--- src/rtl/seq_divider_8bit.sv ---
`timescale 1ns/1ps
// Multi-cycle unsigned restoring divider, one quotient bit per clock.
// Trial subtraction uses the inverted divisor plus carry-in as the no-borrow test.
module seq_divider_8bit #(
  parameter int WIDTH = 8
) (
  input  logic             clk,
  input  logic             reset,
  input  logic             start,
  input  logic [WIDTH-1:0] dividend,
  input  logic [WIDTH-1:0] divisor,
  output logic             busy,
  output logic             done,
  output logic             div_by_zero,
  output logic [WIDTH-1:0] quotient,
  output logic [WIDTH-1:0] remainder
);

  localparam int CW = $clog2(WIDTH);

  typedef enum logic [1:0] {
    IDLE = 2'd0,
    RUN  = 2'd1,
    DONE = 2'd2
  } state_e;

  state_e           state_q, state_d;
  logic [WIDTH-1:0] acc_q, acc_d;
  logic [WIDTH-1:0] quo_q, quo_d;
  logic [WIDTH-1:0] m_q, m_d;
  logic [CW-1:0]    cnt_q, cnt_d;
  logic             done_q, done_d;
  logic             dz_q, dz_d;
  logic [WIDTH-1:0] quot_q, quot_d;
  logic [WIDTH-1:0] rem_q, rem_d;

  logic [WIDTH:0]   acc_sh;
  logic [WIDTH:0]   trial;
  logic             no_borrow;
  logic             last_iter;

  assign last_iter = (cnt_q == CW'(WIDTH - 1));

  always_ff @(posedge clk or posedge reset) begin
    if (reset) state_q <= IDLE;
    else       state_q <= state_d;
  end

  always_comb begin
    state_d = state_q;
    unique case (state_q)
      IDLE: if (start) state_d = (divisor == '0) ? DONE : RUN;
      RUN:  if (last_iter) state_d = DONE;
      DONE: state_d = IDLE;
      default: state_d = IDLE;
    endcase
  end

  always_comb begin
    busy        = (state_q != IDLE);
    done        = done_q;
    div_by_zero = dz_q;
    quotient    = quot_q;
    remainder   = rem_q;
  end

  // A bit shifted out of A means the partial remainder already exceeds M.
  always_comb begin
    acc_sh    = {acc_q, quo_q[WIDTH-1]};
    trial     = {1'b0, acc_sh[WIDTH-1:0]} + {1'b0, ~m_q} + (WIDTH+1)'(1);
    no_borrow = acc_sh[WIDTH] | trial[WIDTH];
  end

  always_comb begin
    acc_d  = acc_q;
    quo_d  = quo_q;
    m_d    = m_q;
    cnt_d  = cnt_q;
    dz_d   = dz_q;
    quot_d = quot_q;
    rem_d  = rem_q;
    done_d = (state_q == DONE);
    unique case (state_q)
      IDLE: begin
        if (start) begin
          quo_d = dividend;
          m_d   = divisor;
          acc_d = '0;
          cnt_d = '0;
          dz_d  = 1'b0;
        end
      end
      RUN: begin
        acc_d = no_borrow ? trial[WIDTH-1:0] : acc_sh[WIDTH-1:0];
        quo_d = {quo_q[WIDTH-2:0], no_borrow};
        cnt_d = last_iter ? cnt_q : cnt_q + CW'(1);
      end
      DONE: begin
        dz_d   = (m_q == '0);
        quot_d = (m_q == '0) ? '1 : quo_q;
        rem_d  = (m_q == '0) ? quo_q : acc_q;
      end
      default: ;
    endcase
  end

  always_ff @(posedge clk or posedge reset) begin
    if (reset) begin
      acc_q  <= '0;
      quo_q  <= '0;
      m_q    <= '0;
      cnt_q  <= '0;
      done_q <= 1'b0;
      dz_q   <= 1'b0;
      quot_q <= '0;
      rem_q  <= '0;
    end else begin
      acc_q  <= acc_d;
      quo_q  <= quo_d;
      m_q    <= m_d;
      cnt_q  <= cnt_d;
      done_q <= done_d;
      dz_q   <= dz_d;
      quot_q <= quot_d;
      rem_q  <= rem_d;
    end
  end

endmodule

--- config.mk ---
export PLATFORM = sky130hd
export DESIGN_NAME = seq_divider_8bit
export DESIGN_NICKNAME = d
export VERILOG_FILES = /design/src/rtl/seq_divider_8bit.sv
export SDC_FILE = /design/constraint.sdc
export NUM_CORES = 1
export LEC_CHECK = 0
export ABC_AREA = 1
export CORE_MARGIN = 2
export CORE_UTILIZATION = 35
export CTS_CLUSTER_SIZE = 25
export DETAILED_ROUTE_END_ITERATION = 7
export PLACE_DENSITY_LB_ADDON = 0.12
export SETUP_SLACK_MARGIN = 0.5
export SLEW_MARGIN = 20
export SYNTH_ARGS = -nofsm -noshare
export SYNTH_HDL_FRONTEND = slang
export SYNTH_SLANG_ARGS = --single-unit
--- constraint.sdc ---
create_clock -name clk -period 2.2 [get_ports clk]
set_input_delay 0.44 -clock clk [delete_from_list [all_inputs] [get_ports clk]]
set_output_delay 0.44 -clock clk [all_outputs]
set_load 0.02 [all_outputs]
==> metrics.txt, run 1 <==
Area growth, synth to finish=28.7%; routed wire length=5970 µm; # hold bufs at CTS=0; CP endpoint kind=flip-flop; fmax=580 MHz; Slew @ Worst Pin=~0.45 ns; syn_nets=348; Worst Path Max Fanout=6; # diodes=0; routed vias=~2200; GR met3 Demand/Resource=3.26%; Std-Cell Rows=30; worst-skew pair later-pin latency=~0.31 ns; r2r startpoint=quo_q[7]$_DFFE_PP0P_; multi-input combinational cell area=1220 µm²; worst setup path class=reg2reg; first-pass GRT wire length=10100 µm; outcome=completed; initial antenna violation count=0; CP arrival=1.93 ns; flop-to-flop setup slack=0.48 ns; Setup crit start kind=flip-flop; register area share after synthesis=a little under half; CTS max path bufs=2; count of final setup violators=0; remaining antenna violation count=0; Final Max Slew Viols=0; Tmin final=1.72 ns; clock sinks=47; Yosys reg bits=47; post-DP HPWL=4470 µm; met2 usage=between 20% and 30%; global route hottest layer=met2; largest net degree at the start of global routing=27; met1 global-route usage=between 20% and 30%; # port buffers=37; CTS clk-pin slew, worst paths=0.09 ns; Final Skew=0.0103 ns; TNS Setup=0 ns; Leakage Power=1.60 nW; Die ar.=approximately 7900 µm²; Via density=4.73; Netlist cell types=26; Max-Cap Viols=0; I/O pin cnt=38; Mapped Area=2520 µm²; fill count=691; Yosys warnings=0; Pre-Repair DR Iteration Count=4; placer congestion estimate=about 0.81; mean area per synthesized cell=between 7 and 8 µm²; core area=6870 µm²; CP required=~2.4 ns; Final Util=47.2%; Setup crit start=quo_q[7]$_DFFE_PP0P_; maximum VDD drop=0.750 mV; P per Cell Area=1700 nW/µm²; Slew HR=a little over two thirds; Root Buffer=clkbuf_8; Mapped Cells=318; CTS tree=built; DRC Markers=0; Hold Violations, Final=0; post-DR wirelength/cell=about 13 µm; RSZ-0062 raised after global routing=yes; GR Overflow Total=0; layout cells sized above 1=13.4%; Total Nets Final=396; global-route usage over all layers=16.7%; Die X-Extent=88.8 µm; Final period util=78.3%; Chip Height=88.8 µm; hold crit path type=in2async; CTS buffer count=5; H-Tree Depth=2; register area=1180 µm²; Starting DRT DRC Count=103; vias in the first global route=about 2100; starting density of the core=36.6%
## stage by stage
stage               worst slack [ns]  area, µm²  instances  power (mW)  hold slack [ns]
finish                         0.477       3240        463        5.49            0.429
global route                   0.383       3240        463        6.08            0.489
CTS                            0.459       3170        461        5.33            0.444
detailed placement             0.244       3030        449        4.69            0.474
global placement               0.322       3030        449        4.63            0.470
floorplan                      0.478       2540        318        3.85            0.453
## worst paths after layout
| check | end | cells after the start |
|---|---|---|
| setup / recovery | acc_q[6]$_DFFE_PP0P_ | 11 |
| setup reg to reg | acc_q[6]$_DFFE_PP0P_ | 11 |
| hold reg to reg | m_q[5]$_DFFE_PP0P_ | 2 |
| min in group clk | m_q[5]$_DFFE_PP0P_ | 2 |
| max in group asynchronous | acc_q[6]$_DFFE_PP0P_ | 3 |
| hold / removal | done$_DFF_PP0_ | 2 |
## what timing repair did
item / 4_1_cts / 5_1_grt
buffers inserted: 3 / 2
endpoints found under the setup margin: 27 / 11
gates resized for setup: 25 / 10
pin swaps: 3 / 7
gates cloned: 1 / 0
## placed cells by master (no fill, tap or decap), drive strengths merged, types with 7 or more instances in the layout
cell type,synthesis,layout
a21oi,12,12
buf,5,10
clkdlybuf4s50,0,18
dfrtp,47,47
dlygate4sd2,0,18
ha,10,10
inv,52,52
nand2,82,82
nand3,15,16
nand4,7,7
nor2,27,27
nor3,10,10
o21ai,37,37
## Yosys cell counts, drive strengths merged
library cell	instances	area share (%)
nand2	82	12
inv	52	7.8
dfrtp	47	47
o21ai	37	7.5
nor2	27	4.6
nand3	15	3.6
a21oi	12	2.4
ha	10	5.0
nor3	10	2.0
nand4	7	2.0
o211ai	6	1.8
buf	5	1.2
a221oi	2	0.70
clkbuf	2	0.70
xnor2	2	0.70
fa	1	0.80
or2	1	0.35
## worst max-delay path: stages, from the launching register on
cell     delay, ns
dfrtp_1       0.40
inv_2         0.08
ha_4          0.12
inv_2         0.04
fa_2          0.34
nand2_2       0.09
nand2_4       0.07
nand3_4       0.11
buf_4         0.13
nand4_1       0.09
nand3_1       0.11
nand2_1       0.05
## per-layer routing
layer / part of all wire (%) / up-vias / wire (µm)
met1: 48 / 1028 / 2840
met3: 3.1 / 8 / 187
met4: 1.2 / 0 / 72
met2: 48 / 35 / 2870
li1: - / 1119 / -
met5: 0 / - / 0
## sequential cells by signal (all words and copies together) (netlist names)
name         flops
cnt_q            3
div_by_zero      1
done             1
quotient         8
m_q              8
remainder        8
state_q          2
quo_q            8
acc_q            8
## logic make-up after synthesis
kind of cell	Yosys count	synth area share [%]
flip-flops	47	46.7
adder cells (fa/ha/maj)	11	5.77
AND/OR/NAND/NOR	142	24.8
XOR/XNOR	2	0.696
buffers and inverters	59	9.69
AO/OA/AOI/OAI	57	12.4
## final cells by class
class	instances	area share, %
repair buffers	47	13.5
multi-input cells	213	37.7
clock buffers	6	2.24
clock inverters	2	0.541
well taps	96	3.71
inverters	52	6.02
flip-flops and latches	47	36.3
## power breakdown
group,leakage (nW),switching [mW],internal (mW)
clock network,0.0454,0.314,0.229
logic,0.990,2.03,1.33
registers,0.561,0.307,1.29
(Power assumes the default switching activity.)
==> run 2, diff against run 1 <==
==> constraint.sdc (replaced) <==
create_clock -name clk -period 1.7 [get_ports clk]
set_input_delay 0.34 -clock clk [delete_from_list [all_inputs] [get_ports clk]]
set_output_delay 0.34 -clock clk [all_outputs]
set_load 0.02 [all_outputs]
==> metrics.txt, run 2 (synthesis results as in run 1) <==
H-Tree Depth=2; fill count=650; post-DR wirelength/cell=12.5 µm; Root Buffer=clkbuf_8; vias in the first global route=2172; Slew HR=~80%; post-DP HPWL=between 4000 and 5000 µm; worst-skew pair later-pin latency=0.30 ns; final instance area=about 3700 µm²; worst setup path class=reg2reg; P per Cell Area=roughly 2200 nW/µm²; core area=between 6000 and 7000 µm²; layout cells sized above 1=32.3%; Slew @ Worst Pin=0.302 ns; Tmin final=1.73 ns; Std-Cell Rows=30; CP arrival=1.92 ns; fmax=579 MHz; hold crit path type=in2async; multi-input combinational cell area=1350 µm²; flop-to-flop setup slack=-0.03 ns; # hold bufs at CTS=0; outcome=finished, violations left; capture point of the worst reg-to-reg path=acc_q[6]$_DFFE_PP0P_; I/O pin cnt=38; Switch Pwr=3.80 mW; Pre-Repair DR Iteration Count=4; Final Util=54.5%; # diodes=0; DRC Markers=0; register area=1180 µm²; Die X-Extent=between 80 and 90 µm; Final period util=102%; CTS tree=built; placer congestion estimate=0.808; failing checks=setup timing; starting density of the core=36.6%; clock power share=between 10% and 20%; initial antenna violation count=0; GR Overflow Total=0; Final Skew=0.0165 ns; routed wire length=between 6000 and 7000 µm; global-route usage over all layers=between 10% and 20%; Setup crit start=quo_q[7]$_DFFE_PP0P_; Power Internal=about 4.5 mW; remaining antenna violation count=0; Final Max Slew Viols=0; Pwr Total=8.34 mW; Die ar.=7890 µm²; routed vias=~2300; Leakage Power=1.82 nW; CP required=1.90 ns; CP endpoint kind=flip-flop; final hold slack=0.434 ns; commonest cells after routing, fill and taps aside=nand2_1 (76), dfrtp_1 (47), inv_1 (45), buf_4 (35), buf_6 (23); Total Nets Final=~430; Worst Path Max Fanout=3; Net Sw Frac=45.6%; CTS clk-pin slew, worst paths=about 0.1 ns; Hold Violations, Final=0; Reg2Reg Depth=13; # port buffers=37; Via density=roughly 4.6; placed cell area=3180 µm²; Chip Height=88.8 µm; Setup crit start kind=flip-flop; Area growth, synth to finish=48.6%; r2r startpoint=quo_q[7]$_DFFE_PP0P_; largest net degree at the start of global routing=48; Reg power frac=between 20% and 30%; Max-Cap Viols=0; count of final setup violators=7; Starting DRT DRC Count=121; Final Worst Setup Slack=-0.0264 ns; clock sinks=47; Comb power frac=65.3%; RSZ-0062 raised after global routing=yes; CTS max path bufs=2; CTS buffer count=5; first-pass GRT wire length=10300 µm; TNS Setup=-0.138 ns; commonest non-fill, non-tap cell in the layout=nand2_1; maximum VDD drop=1.15 mV
[run 2: worst max-delay path by stage]
| stage | end | slack [ns] | cells after the start |
|---|---|---|---|
| after floorplan | acc_q[0]$_DFFE_PP0P_ | -0.02 | 12 |
| after global placement | acc_q[6]$_DFFE_PP0P_ | -0.05 | 11 |
| after detailed placement | acc_q[6]$_DFFE_PP0P_ | -0.12 | 11 |
| after CTS | acc_q[6]$_DFFE_PP0P_ | -0.05 | 13 |
| after global routing | acc_q[5]$_DFFE_PP0P_ | -0.16 | 13 |
| final | acc_q[6]$_DFFE_PP0P_ | -0.03 | 13 |
[run 2: power by group through the flow]
stage	clock network, mW	registers [mW]	logic [mW]
detailed placement	0	2.03	4.41
CTS	0.866	2.03	4.86
global placement	0	2.01	4.34
finish	0.845	2.05	5.44
global route	0.929	2.11	6.12
floorplan	0	2.20	2.78
[run 2: final cells by class]
cell class	count	area share, %
inverters	52	5.59
repair buffers	82	20.5
well taps	96	3.21
multi-input cells	214	36.2
flip-flops and latches	47	31.4
clock inverters	3	1.24
clock buffers	5	1.84
[run 2: what timing repair did]
action,CTS,global route
cloned,1,1
gates resized for setup,135,53
buffers inserted,8,13
endpoints found under the setup margin,61,60
pin swaps,7,18
[run 2: metrics by stage]
stage                     setup slack [ns]  std cells
after detailed placement            -0.117        468
after global routing                -0.161        499
final                              -0.0264        499
after global placement             -0.0452        468
after floorplan                    -0.0219        318
after CTS                          -0.0514        485
[run 2: critical path: stages (launching register included)]
cell and delay (ns):
dfrtp_1 0.40, inv_2 0.08, ha_4 0.12, inv_2 0.04, fa_2 0.36, nand2_2 0.09, nand2_4 0.07, buf_6 0.13
nand3_2 0.06, nand2_1 0.05, nand2_1 0.05, nand3_1 0.06, nand3_1 0.07, nand2_1 0.05
[run 2: layer usage]
layer	wire length, µm	GRT usage (%)	part of all wire, %	vias to the layer above
met5	0	0	0	-
met4	29	3.72	0.47	0
met3	213	3.08	3.4	2
met2	2910	26.7	47	39
met1	3070	23.8	49	1055
li1	-	-	-	1195
